$ cat config.mk
export PLATFORM = sky130hd
export DESIGN_NAME = rotor_stepper_flat
export DESIGN_NICKNAME = d
export VERILOG_FILES = /design/src/rtl/rotor_stepper_if.sv /design/src/rtl/rotor_stepper.sv /design/src/flat_wrapper.sv
export SDC_FILE = /design/constraint.sdc
export NUM_CORES = 1
export LEC_CHECK = 0
export BUFFER_PORTS_ARGS = -buffer_cell sky130_fd_sc_hd__buf_2
export CORE_ASPECT_RATIO = 0.6
export CORE_MARGIN = 3
export CORE_UTILIZATION = 35
export DETAILED_ROUTE_END_ITERATION = 6
export PLACE_DENSITY = 0.59
export RECOVER_POWER = 25
export SLEW_MARGIN = 20
export SYNTH_ARGS = -nofsm -noshare
export SYNTH_HDL_FRONTEND = slang
export SYNTH_SLANG_ARGS = --single-unit
$ cat constraint.sdc
create_clock -name clk -period 2.67 [get_ports clk]
set_input_delay 0.4005 -clock clk [delete_from_list [all_inputs] [get_ports clk]]
set_output_delay 0.4005 -clock clk [all_outputs]
set_load 0.01 [all_outputs]
$ cat src/rtl/rotor_stepper_if.sv
// Rotor stepper bus: load/keypress requests in, status and rotor positions out.
interface rotor_stepper_if #(
   parameter int W = 8
) ();
   logic         load;
   logic [W-1:0] load_l;
   logic [W-1:0] load_m;
   logic [W-1:0] load_r;
   logic         key_valid;
   logic         key_ready;
   logic         step_done;
   logic         load_err;
   logic         busy;
   logic [W-1:0] pos_l;
   logic [W-1:0] pos_m;
   logic [W-1:0] pos_r;

   // Requester side (keyboard / controller)
   modport master (
      output load, load_l, load_m, load_r, key_valid,
      input  key_ready, step_done, load_err, busy, pos_l, pos_m, pos_r
   );

   // Stepper side
   modport slave (
      input  load, load_l, load_m, load_r, key_valid,
      output key_ready, step_done, load_err, busy, pos_l, pos_m, pos_r
   );
endinterface

$ cat src/rtl/rotor_stepper.sv
// Three-rotor position sequencer with notch / double-step behaviour.
// Rotor index 0 = right, 1 = middle, 2 = left.
module rotor_stepper #(
   parameter int ALPHA   = 26,
   parameter int W       = 8,
   parameter int NOTCH_R = 21,
   parameter int NOTCH_M = 4
) (
   input  logic           clk,
   input  logic           rst,
   rotor_stepper_if.slave bus
);

   typedef enum logic [1:0] {
      S_IDLE = 2'd0,
      S_STEP = 2'd1,
      S_DONE = 2'd2
   } state_t;

   localparam logic [W-1:0] LAST_POS  = W'(ALPHA - 1);
   localparam logic [W-1:0] ALPHA_W   = W'(ALPHA);
   localparam logic [W-1:0] NOTCH_R_W = W'(NOTCH_R);
   localparam logic [W-1:0] NOTCH_M_W = W'(NOTCH_M);

   state_t       r_state;
   state_t       w_state_next;
   logic [W-1:0] r_pos [3];
   logic [W-1:0] w_pos_next [3];
   logic [W-1:0] w_load_in [3];
   logic [W-1:0] w_inc [3];
   logic [2:0]   w_load_ok;
   logic [2:0]   w_adv;
   logic         r_load_err;
   logic         w_load_en;
   logic         w_step_en;
   logic         w_key_ready;
   logic         w_busy;
   logic         w_step_done;

   assign w_load_in[0] = bus.load_r;
   assign w_load_in[1] = bus.load_m;
   assign w_load_in[2] = bus.load_l;

   // Loads are only taken in IDLE; a step commits on the edge closing STEP.
   assign w_load_en = (r_state == S_IDLE) && bus.load;
   assign w_step_en = (r_state == S_STEP);

   // Advance enables, all from pre-step positions. The middle rotor also
   // advances when it sits on its own notch (the double-step anomaly).
   assign w_adv[0] = 1'b1;
   assign w_adv[1] = (r_pos[0] == NOTCH_R_W) || (r_pos[1] == NOTCH_M_W);
   assign w_adv[2] = (r_pos[1] == NOTCH_M_W);

   generate
      for (genvar gi = 0; gi < 3; gi++) begin : g_rotor
         // Out-of-range load values are replaced by 0 for that rotor only.
         assign w_load_ok[gi] = (w_load_in[gi] < ALPHA_W);
         // Wrap by comparison rather than modulo: positions stay in 0..ALPHA-1.
         assign w_inc[gi] = (r_pos[gi] == LAST_POS) ? '0 : r_pos[gi] + W'(1);
         assign w_pos_next[gi] =
            w_load_en                 ? (w_load_ok[gi] ? w_load_in[gi] : '0) :
            (w_step_en && w_adv[gi])  ? w_inc[gi] :
                                        r_pos[gi];
      end
   endgenerate

   // State register; reset aborts any step in flight.
   always_ff @(posedge clk) begin
      if (rst) begin
         r_state <= S_IDLE;
      end else begin
         r_state <= w_state_next;
      end
   end

   // Next-state and handshake/status outputs.
   always_comb begin
      w_state_next = r_state;
      w_key_ready  = 1'b0;
      w_busy       = 1'b0;
      w_step_done  = 1'b0;
      case (r_state)
         S_IDLE: begin
            w_key_ready = ~bus.load;
            if (bus.key_valid && !bus.load) begin
               w_state_next = S_STEP;
            end
         end
         S_STEP: begin
            w_busy       = 1'b1;
            w_state_next = S_DONE;
         end
         S_DONE: begin
            w_busy       = 1'b1;
            w_step_done  = 1'b1;
            w_state_next = S_IDLE;
         end
         default: begin
            w_state_next = S_IDLE;
         end
      endcase
   end

   // Rotor positions and the one-cycle load error flag.
   always_ff @(posedge clk) begin
      if (rst) begin
         for (int i = 0; i < 3; i++) begin
            r_pos[i] <= '0;
         end
         r_load_err <= 1'b0;
      end else begin
         for (int i = 0; i < 3; i++) begin
            r_pos[i] <= w_pos_next[i];
         end
         r_load_err <= w_load_en && !(&w_load_ok);
      end
   end

   assign bus.key_ready = w_key_ready;
   assign bus.busy      = w_busy;
   assign bus.step_done = w_step_done;
   assign bus.load_err  = r_load_err;
   assign bus.pos_r     = r_pos[0];
   assign bus.pos_m     = r_pos[1];
   assign bus.pos_l     = r_pos[2];

endmodule

$ cat src/flat_wrapper.sv
// flat-port wrapper written by rule: the top's interface ports become plain ports
module rotor_stepper_flat 
#(
   parameter int ALPHA   = 26,
   parameter int W       = 8,
   parameter int NOTCH_R = 21,
   parameter int NOTCH_M = 4
)
  (clk, rst, bus_load, bus_load_l, bus_load_m, bus_load_r, bus_key_valid, bus_key_ready, bus_step_done, bus_load_err, bus_busy, bus_pos_l, bus_pos_m, bus_pos_r);
  rotor_stepper_if #(.W(W)) bus_i ();
  input  logic clk;
  input  logic rst;
  input wire logic [$bits(bus_i.load)-1:0] bus_load;
  input wire logic [$bits(bus_i.load_l)-1:0] bus_load_l;
  input wire logic [$bits(bus_i.load_m)-1:0] bus_load_m;
  input wire logic [$bits(bus_i.load_r)-1:0] bus_load_r;
  input wire logic [$bits(bus_i.key_valid)-1:0] bus_key_valid;
  output wire logic [$bits(bus_i.key_ready)-1:0] bus_key_ready;
  output wire logic [$bits(bus_i.step_done)-1:0] bus_step_done;
  output wire logic [$bits(bus_i.load_err)-1:0] bus_load_err;
  output wire logic [$bits(bus_i.busy)-1:0] bus_busy;
  output wire logic [$bits(bus_i.pos_l)-1:0] bus_pos_l;
  output wire logic [$bits(bus_i.pos_m)-1:0] bus_pos_m;
  output wire logic [$bits(bus_i.pos_r)-1:0] bus_pos_r;
  assign bus_i.load = bus_load;
  assign bus_i.load_l = bus_load_l;
  assign bus_i.load_m = bus_load_m;
  assign bus_i.load_r = bus_load_r;
  assign bus_i.key_valid = bus_key_valid;
  assign bus_key_ready = bus_i.key_ready;
  assign bus_step_done = bus_i.step_done;
  assign bus_load_err = bus_i.load_err;
  assign bus_busy = bus_i.busy;
  assign bus_pos_l = bus_i.pos_l;
  assign bus_pos_m = bus_i.pos_m;
  assign bus_pos_r = bus_i.pos_r;
  rotor_stepper #(.ALPHA(ALPHA), .W(W), .NOTCH_R(NOTCH_R), .NOTCH_M(NOTCH_M)) u_core (.clk(clk), .rst(rst), .bus(bus_i));
endmodule
# Yosys cells after proc, flatten, opt, wreduce, memory -nomap -nowiden
# Memories as Yosys holds them, arrays and structs flattened.
# Index checks and enable logic that the tools add are counted.
[totals]
ff_bits = 3
n_memories = 1
ramBits = 24
wordCells = 55
output_inout_bits = 28
[op_classes]
reduce_logical = 11
n_addsub = 3
muxes = 23
n_eq_ne = 8
bitwise_logic = 4
n_lt_le_gt_ge = 3
[mem_list]
columns = ["memory", "depth", "width", "rd", "rd_clocked_by_memory_dff", "wr", "line_no", "source"]
rows = [
  ["u_core.r_pos", 3, 8, 3, 0, 3, "rotor_stepper.sv:27", "logic [W-1:0] r_pos [3];"],
]
[op_table]
columns = ["operator", "count"]
rows = [
  ["$mux W8", 15],
  ["$eq A8 B5 Y1 const B", 4],
  ["$add A8 B1 Y8 const B", 3],
  ["$lt A8 B5 Y1 const B", 3],
  ["$eq A8 B3 Y1 const B", 1],
  ["$mux W1", 6],
  ["$logic_and A1 B1 Y1", 5],
  ["$pmux W2 S2", 1],
  ["$or A1 B1 Y1", 3],
  ["$reduce_and A3 Y1", 1],
  ["$eq A2 B1 Y1 const B", 1],
  ["$eq A2 B2 Y1 const B", 1],
  ["$logic_not A1 Y1", 2],
  ["$logic_not A2 Y1", 1],
  ["$mux W2", 1],
  ["$ne A2 B2 Y1 const B", 1],
  ["$reduce_or A2 Y1", 1],
  ["$logic_or A1 B1 Y1", 1],
  ["$not A1 Y1", 1],
]

# Longest topological paths before layout
# Gate-level depths: netlist (run 1).
# An unclocked memory read counts as a cell.
[logic_depth]
depth_word = 7
mapped_depth = 8
mapped_depth_nobuf = 6

# Least setup slack after synthesis (run 1)
# No wires, ideal clock.
[synth_path]
kind = "reg-to-reg"
from = "register u_core.r_state[0]"
to = "memory u_core.r_pos[1][1], in the netlist u_core.r_pos[0][9]"
setup_slack_ns = 0.904
arrival_time_ns = 1.679
stages_incl_launch_ff = 9
cell_sequence = "dfxtp_1 > inv_1 > ha_1 > and2_1 > clkbuf_1 > a21oi_1 > clkbuf_1 > a22oi_1 > a221oi_2"
[synth_lines]
columns = ["element", "line_no", "source"]
rows = [
  ["start, declared", "rotor_stepper.sv:25", "state_t r_state;"],
  ["start signal, assigned", "rotor_stepper.sv:72", "r_state <= w_state_next;"],
  ["end, declared", "rotor_stepper.sv:27", ""],
]

==> results of run 1 <==
-- sequential cells by signal, summed over array words and instances (netlist names) --
name                 flops
u_core.r_pos            24
u_core.r_state           2
u_core.bus.load_err      1
-- worst max-delay path: cells and delay by family, from the launching register on --
family / cells / cell delay (ps)
AOI/OAI and AO/OA: 1 / 310
adders and majority gates: 1 / 460
buffers and inverters: 1 / 90
DFF: 1 / 340
and+or+nand+nor: 3 / 850
-- cell families after synthesis --
logic type,count (synthesis),synth area share (%)
flip-flops,27,28.8
multiplexers,3,1.60
XOR/XNOR,1,0.466
buffers and inverters,27,5.73
adder cells (fa/ha/maj),11,7.32
AND/OR/NAND/NOR,98,28.3
AO/OA/AOI/OAI,67,27.8
-- Yosys cell counts (3+ instances only) --
cell type  number
dfxtp_1        27
nand2_1        27
inv_1          13
nor3_1         12
ha_1           11
nand3_1        11
nor2_1         11
a22oi_1        10
clkbuf_1        9
a31oi_1         7
a21oi_1         6
and2_1          6
o21ai_0         6
o32ai_1         6
nand4_1         5
a211oi_1        4
a221oi_1        4
o211ai_1        4
a32o_1          3
and3_1          3
mux2i_1         3
nor2b_1         3
o2111ai_1       3
or2_2           3
-- final timing paths --
path | to | depth (start not counted) | slack [ps] | from
worst min register to register | u_core.r_pos[0][17]$_SDFFE_PP0P_ | 2 | 540 | u_core.r_pos[0][17]$_SDFFE_PP0P_
worst max-delay path | u_core.r_pos[0][12]$_SDFFE_PP0P_ | 6 | 520 | u_core.r_state[1]$_SDFFE_PP0P_
worst max register to register | u_core.r_pos[0][12]$_SDFFE_PP0P_ | 6 | 520 | u_core.r_state[1]$_SDFFE_PP0P_
worst min-delay path | u_core.r_pos[0][4]$_SDFFE_PP0P_ | 3 | 390 | bus_load_r[4]
-- metal layers --
layer	track usage [%]	part of all wire, %
met4	2.02	0.39
met5	0	0
met1	27.9	52
met3	4.12	7.8
met2	23.6	40
-- report_power, final --
group,switching [µW],internal [µW],total [µW]
combinational,290,185,475
sequential,45.7,440,486
clock,139,105,244
total,475,730,1200
-- layout make-up --
| cell class | count | area (µm²) | area share (%) |
|---|---|---|---|
| clock inverters | 1 | 5.00 | 0.223 |
| clock buffers | 3 | 41.3 | 1.84 |
| repair buffers | 59 | 293 | 13.1 |
| multi-input cells | 180 | 1230 | 54.9 |
| flip-flops and latches | 27 | 541 | 24.1 |
| well taps | 63 | 78.8 | 3.52 |
| inverters | 14 | 52.6 | 2.34 |
-- per-stage QoR --
step           area (µm²)  worst slack (ps)  util, %  total power, µW
6_report             2240               524     46.0             1200
5_1_grt              2240               337     46.0             1310
4_1_cts              2250               551     46.3             1220
3_5_place_dp         2210               574     45.3              972
3_3_place_gp         2210               654     45.3              970
2_1_floorplan        1880               904        -              823
==> flow_metrics.tcl, run 1 <==
set metrics [dict create \
    outcome "complete, no violations" \
    diodes 0 \
    slew_headroom_pct 56.7 \
    post_cts_buffers 0 \
    synth_enable_flop_cells 0 \
    ctsHoldBuffers 0 \
    fin_setup_tns_ps 0 \
    slowest_delay_ps 460 \
    initial_utilization_pct 38.6 \
    die_w_um 101 \
    path_class "reg2reg" \
    cap_violations 0 \
    synth_area_per_cell_um2 8.03 \
    drt_iter0_markers 183 \
    start_kind "flop" \
    yosys-top-cells-area "dfxtp_1 (29%), ha_1 (7.3%), nand2_1 (5.4%)" \
    final_cell_mix "buf_2 (45), nand2_1 (27), dfxtp_1 (27)" \
    synth_ff_type "dfxtp_1" \
    vias 2004 \
    drtPass1Iterations 5 \
    rsz0062_at_grt "no" \
    grt_usage_pct 17.4 \
    p_leak_uw 0.000858 \
    drv_slew 0 \
    globalplace.congestion 0.827 \
    wire_per_inst_um 15.6 \
    placed_cells 343 \
    dieArea_mm2 0.00631 \
    grt_pass1_vias 1790 \
    power_density_mw_per_mm2 537 \
    hold_viol 0 \
    cts-root-buf "clkbuf_8" \
    end_kind "flop" \
    syn_inst 234 \
    period_needed_ps 2150 \
    timing.hold.ws_ps 394 \
    syn_area_mm2 0.00188 \
    slowest_stage "ha_1" \
    tightestPinTransition_ps 650 \
    drt-total-wl_mm 5.41 \
    synth-seq-area-share_pct 28.8 \
    io_pins 56 \
    drive_above_1_share_pct 22.5 \
    num_rows 19 \
    area_growth_syn_to_layout_pct 19.3 \
    ir_drop_v 0.000184 \
    final_common_cell "buf_2" \
    yosysTopAreaCellShare_pct 28.8 \
    min_period_over_period_pct 80.4 \
    fin_cells 347 \
    worstPathRequired_ps 2860 \
    insertion_delay_ps 280 \
    cts.htree.levels 1 \
    crit_chain "inv_1, ha_1, nor2b_1, nand4_2, and2_1, o32ai_1" \
    die_height_um 62.8 \
    ctsResizeCount 0 \
    cts_made_buffers 3 \
    yosysWarnings 0 \
    clock_sinks 27 \
    cp_max_fo 14 \
    max_freq_ghz 0.466 \
    yosys.area.top_type "dfxtp_1" \
    antenna_found_initial 0 \
    synthArstFlopShare_pct 0 \
    grt_max_degree 26 \
    synth.ff_latch_count 27 \
    critPathArrivalTime_ps 2340 \
    vias_per_cell 5.78 \
    drc_errors 0 \
    core_area_mm2 0.00487 \
    synth_nets 273 \
    drtAntennaViolNets 0 \
    fin_nets 324 \
    ys_types 54 \
    setup_viol 0 \
    clock_path_buffers 2 \
    grt_pass1_wl_mm 9.10 \
    min_path_type "in2reg" \
    fillerInstances 506 \
    cts_tree "yes" \
    fin_skew_ps 7.39 \
    io_buffers 55 \
    grt_overflow 0 \
    place_hpwl_mm 4.04 \
    clkTransAtPathRegs_ps 100 \
]
(Power assumes the default switching activity.)
==> inputs of run 2 (changes only) <==
ABC_AREA = 1   (was not set)
PLACE_DENSITY = 0.58   (was 0.59)
clock period = 2 ns   (was 2.67 ns; I/O delays follow)
==> run 2 against run 1 <==
Combinational power grew to 2.6 times the previous value. Die area grew 12%. Core utilization shrank 1.1 points. Count of clock-buffer cells in the layout is the same. Area after synthesis grew 13%. Largest cell class unchanged. Maximum frequency grew 18%. Wire length grew 12%.
==> flow_metrics.tcl, run 2 <==
set metrics [dict create \
    yosysTopAreaCellShare_pct 25.4 \
    timing.hold.ws_ps 280 \
    synthArstFlopShare_pct 0 \
    final_cell_mix "nand2_1 (106), inv_1 (67), nand3_1 (62)" \
    syn_inst 373 \
    drive_above_1_share_pct 14.7 \
    drt-total-wl_mm 6.04 \
    grt_pass1_wl_mm 10.0 \
    tightestPinTransition_ps 466 \
    outcome "complete, no violations" \
    yosysMostFrequentCell "nand2_1" \
    die_height_um 66.4 \
    path_class "reg2reg" \
    clock_path_buffers 2 \
    io_pins 56 \
    io_buffers 55 \
    hold_start "rst" \
    fin_skew_ps 6.91 \
    cts-root-buf "clkbuf_8" \
    critPathArrivalTime_ps 2060 \
    largest_register_ffs 24 \
    grt_overflow 0 \
    yosys-top-cells-area "dfxtp_1 (25%), nand2_1 (19%), nand3_1 (15%)" \
    grt_max_degree 17 \
    worstPathRequired_ps 2240 \
    num_rows 21 \
    p_leak_uw 0.00143 \
    fin_setup_tns_ps 0 \
    wire_per_inst_um 11.7 \
    vias 2397 \
    antenna_found_initial 0 \
    hold_viol 0 \
    rsz0062_at_grt "no" \
    grt_pass1_vias 2077 \
    finalPower_uw 2410 \
    cap_violations 0 \
    yosysWarnings 0 \
    period_needed_ps 1820 \
    cts_tree "yes" \
    setup_viol 0 \
    synth-seq-area-share_pct 25.4 \
    min_period_over_period_pct 91.1 \
    initial_utilization_pct 37.2 \
    end_kind "flop" \
    regMostFlops "u_core.r_pos" \
    crit_chain "inv_1, ha_1, nand2_1, inv_1, nand2_1, nor2_4, nor2_4, buf_4, nand2_1, nand2_1, inv_1, nand2_1, inv_1" \
    core_area_mm2 0.00573 \
    max_freq_ghz 0.549 \
    fin_nets 475 \
    cp_max_fo 8 \
    min_path_type "in2reg" \
    cts_made_buffers 3 \
    start_kind "flop" \
    ctsHoldBuffers 0 \
    synth_common_cells "nand2_1 (107), inv_1 (67), nand3_1 (62)" \
    synth_nets 412 \
    critical_path.startpoint "u_core.r_state[1]$_SDFFE_PP0P_" \
    insertion_delay_ps 290 \
    yosys.area.top_type "dfxtp_1" \
    vias_per_cell 4.65 \
    ys_types 19 \
    drtAntennaViolNets 0 \
    worstReg2RegStart "u_core.r_state[1]$_SDFFE_PP0P_" \
    diodes 0 \
    syn_area_mm2 0.00213 \
    area_growth_syn_to_layout_pct 20.9 \
    globalplace.congestion 0.917 \
    slowest_stage "ha_1" \
    slowest_delay_ps 360 \
    clkTransAtPathRegs_ps 110 \
    crit_path_frequent_cell "nand2_1" \
    power_density_mw_per_mm2 938 \
    synth_area_per_cell_um2 5.71 \
    drt_iter0_markers 97 \
    drtPass1Iterations 4 \
    die_w_um 107 \
    dieArea_mm2 0.00708 \
    grt_usage_pct 17.6 \
    ir_drop_v 0.000483 \
    place_hpwl_mm 4.79 \
    final_common_cell "nand2_1" \
    drc_errors 0 \
    synth_enable_flop_cells 0 \
    slew_headroom_pct 68.8 \
    synth_ff_type "dfxtp_1" \
    clock_sinks 27 \
    drv_slew 0 \
    synth.ff_latch_count 27 \
    cts.htree.levels 1 \
]
==> run 2: logic make-up (layout without fill, tap and decap cells) <==
group | count (synthesis) | in the layout | synth area share (%)
xor gates and xnor gates | 3 | 3 | 1.23
AOI/OAI and AO/OA | 23 | 23 | 5.64
adders and majority gates | 11 | 11 | 6.47
DFF | 27 | 27 | 25.4
and+or+nand+nor | 231 | 231 | 46.5
buffers and inverters | 78 | 140 | 14.8
==> run 2: cell type report <==
| cell class | instances | area [µm²] |
|---|---|---|
| clock buffers | 3 | 41.3 |
| clock inverters | 1 | 7.51 |
| well taps | 80 | 100 |
| inverters | 69 | 259 |
| multi-input cells | 268 | 1280 |
| repair buffers | 67 | 349 |
| fillers | 624 | 3150 |
| flip-flops and latches | 27 | 541 |
==> run 2: metrics by stage <==
step / setup slack [ps] / std cells / util [%] / cell area [µm²]
floorplan: 438 / 373 / - / 2130
CTS: 179 / 511 / 44.6 / 2560
global route: 34.8 / 515 / 44.9 / 2570
global placement: 205 / 507 / 43.8 / 2510
detailed placement: 214 / 507 / 43.8 / 2510
finish: 177 / 515 / 44.9 / 2570
==> run 2: final timing paths <==
path / slack [ps] / end / cells after the start
setup / recovery: 180 / u_core.r_pos[0][20]$_SDFFE_PP0P_ / 13
hold / removal: 280 / u_core.r_pos[0][5]$_SDFFE_PP0P_ / 2
setup reg to reg: 180 / u_core.r_pos[0][20]$_SDFFE_PP0P_ / 13
hold reg to reg: 510 / u_core.r_pos[0][7]$_SDFFE_PP0P_ / 2
==> run 2: timing repair <==
item | in CTS | in global routing
setup endpoints to repair | 0 | 5
gates resized for setup | 0 | 1
buffers inserted | 0 | 4
==> run 2: per-layer routing <==
layer  up-vias  global-route usage (%)  part of all wire, %
li1       1282                       -                    -
met1      1032                    27.9                   54
met2        80                    24.0                   38
met3         3                    3.90                  8.0
met4         0                    2.55                 0.18
met5         -                       0                    0
==> run 2: critical path: cells and delay by family, from the launching register on <==
family | cells | cell delay, ps
flip-flops | 1 | 330
AND/OR/NAND/NOR | 7 | 650
adder cells (fa/ha/maj) | 1 | 360
buffers and inverters | 5 | 440
==> run 2: power breakdown <==
group / internal [µW] / switching, µW / total (µW)
clock: 142 / 202 / 344
combinational: 479 / 760 / 1240
sequential: 658 / 174 / 832
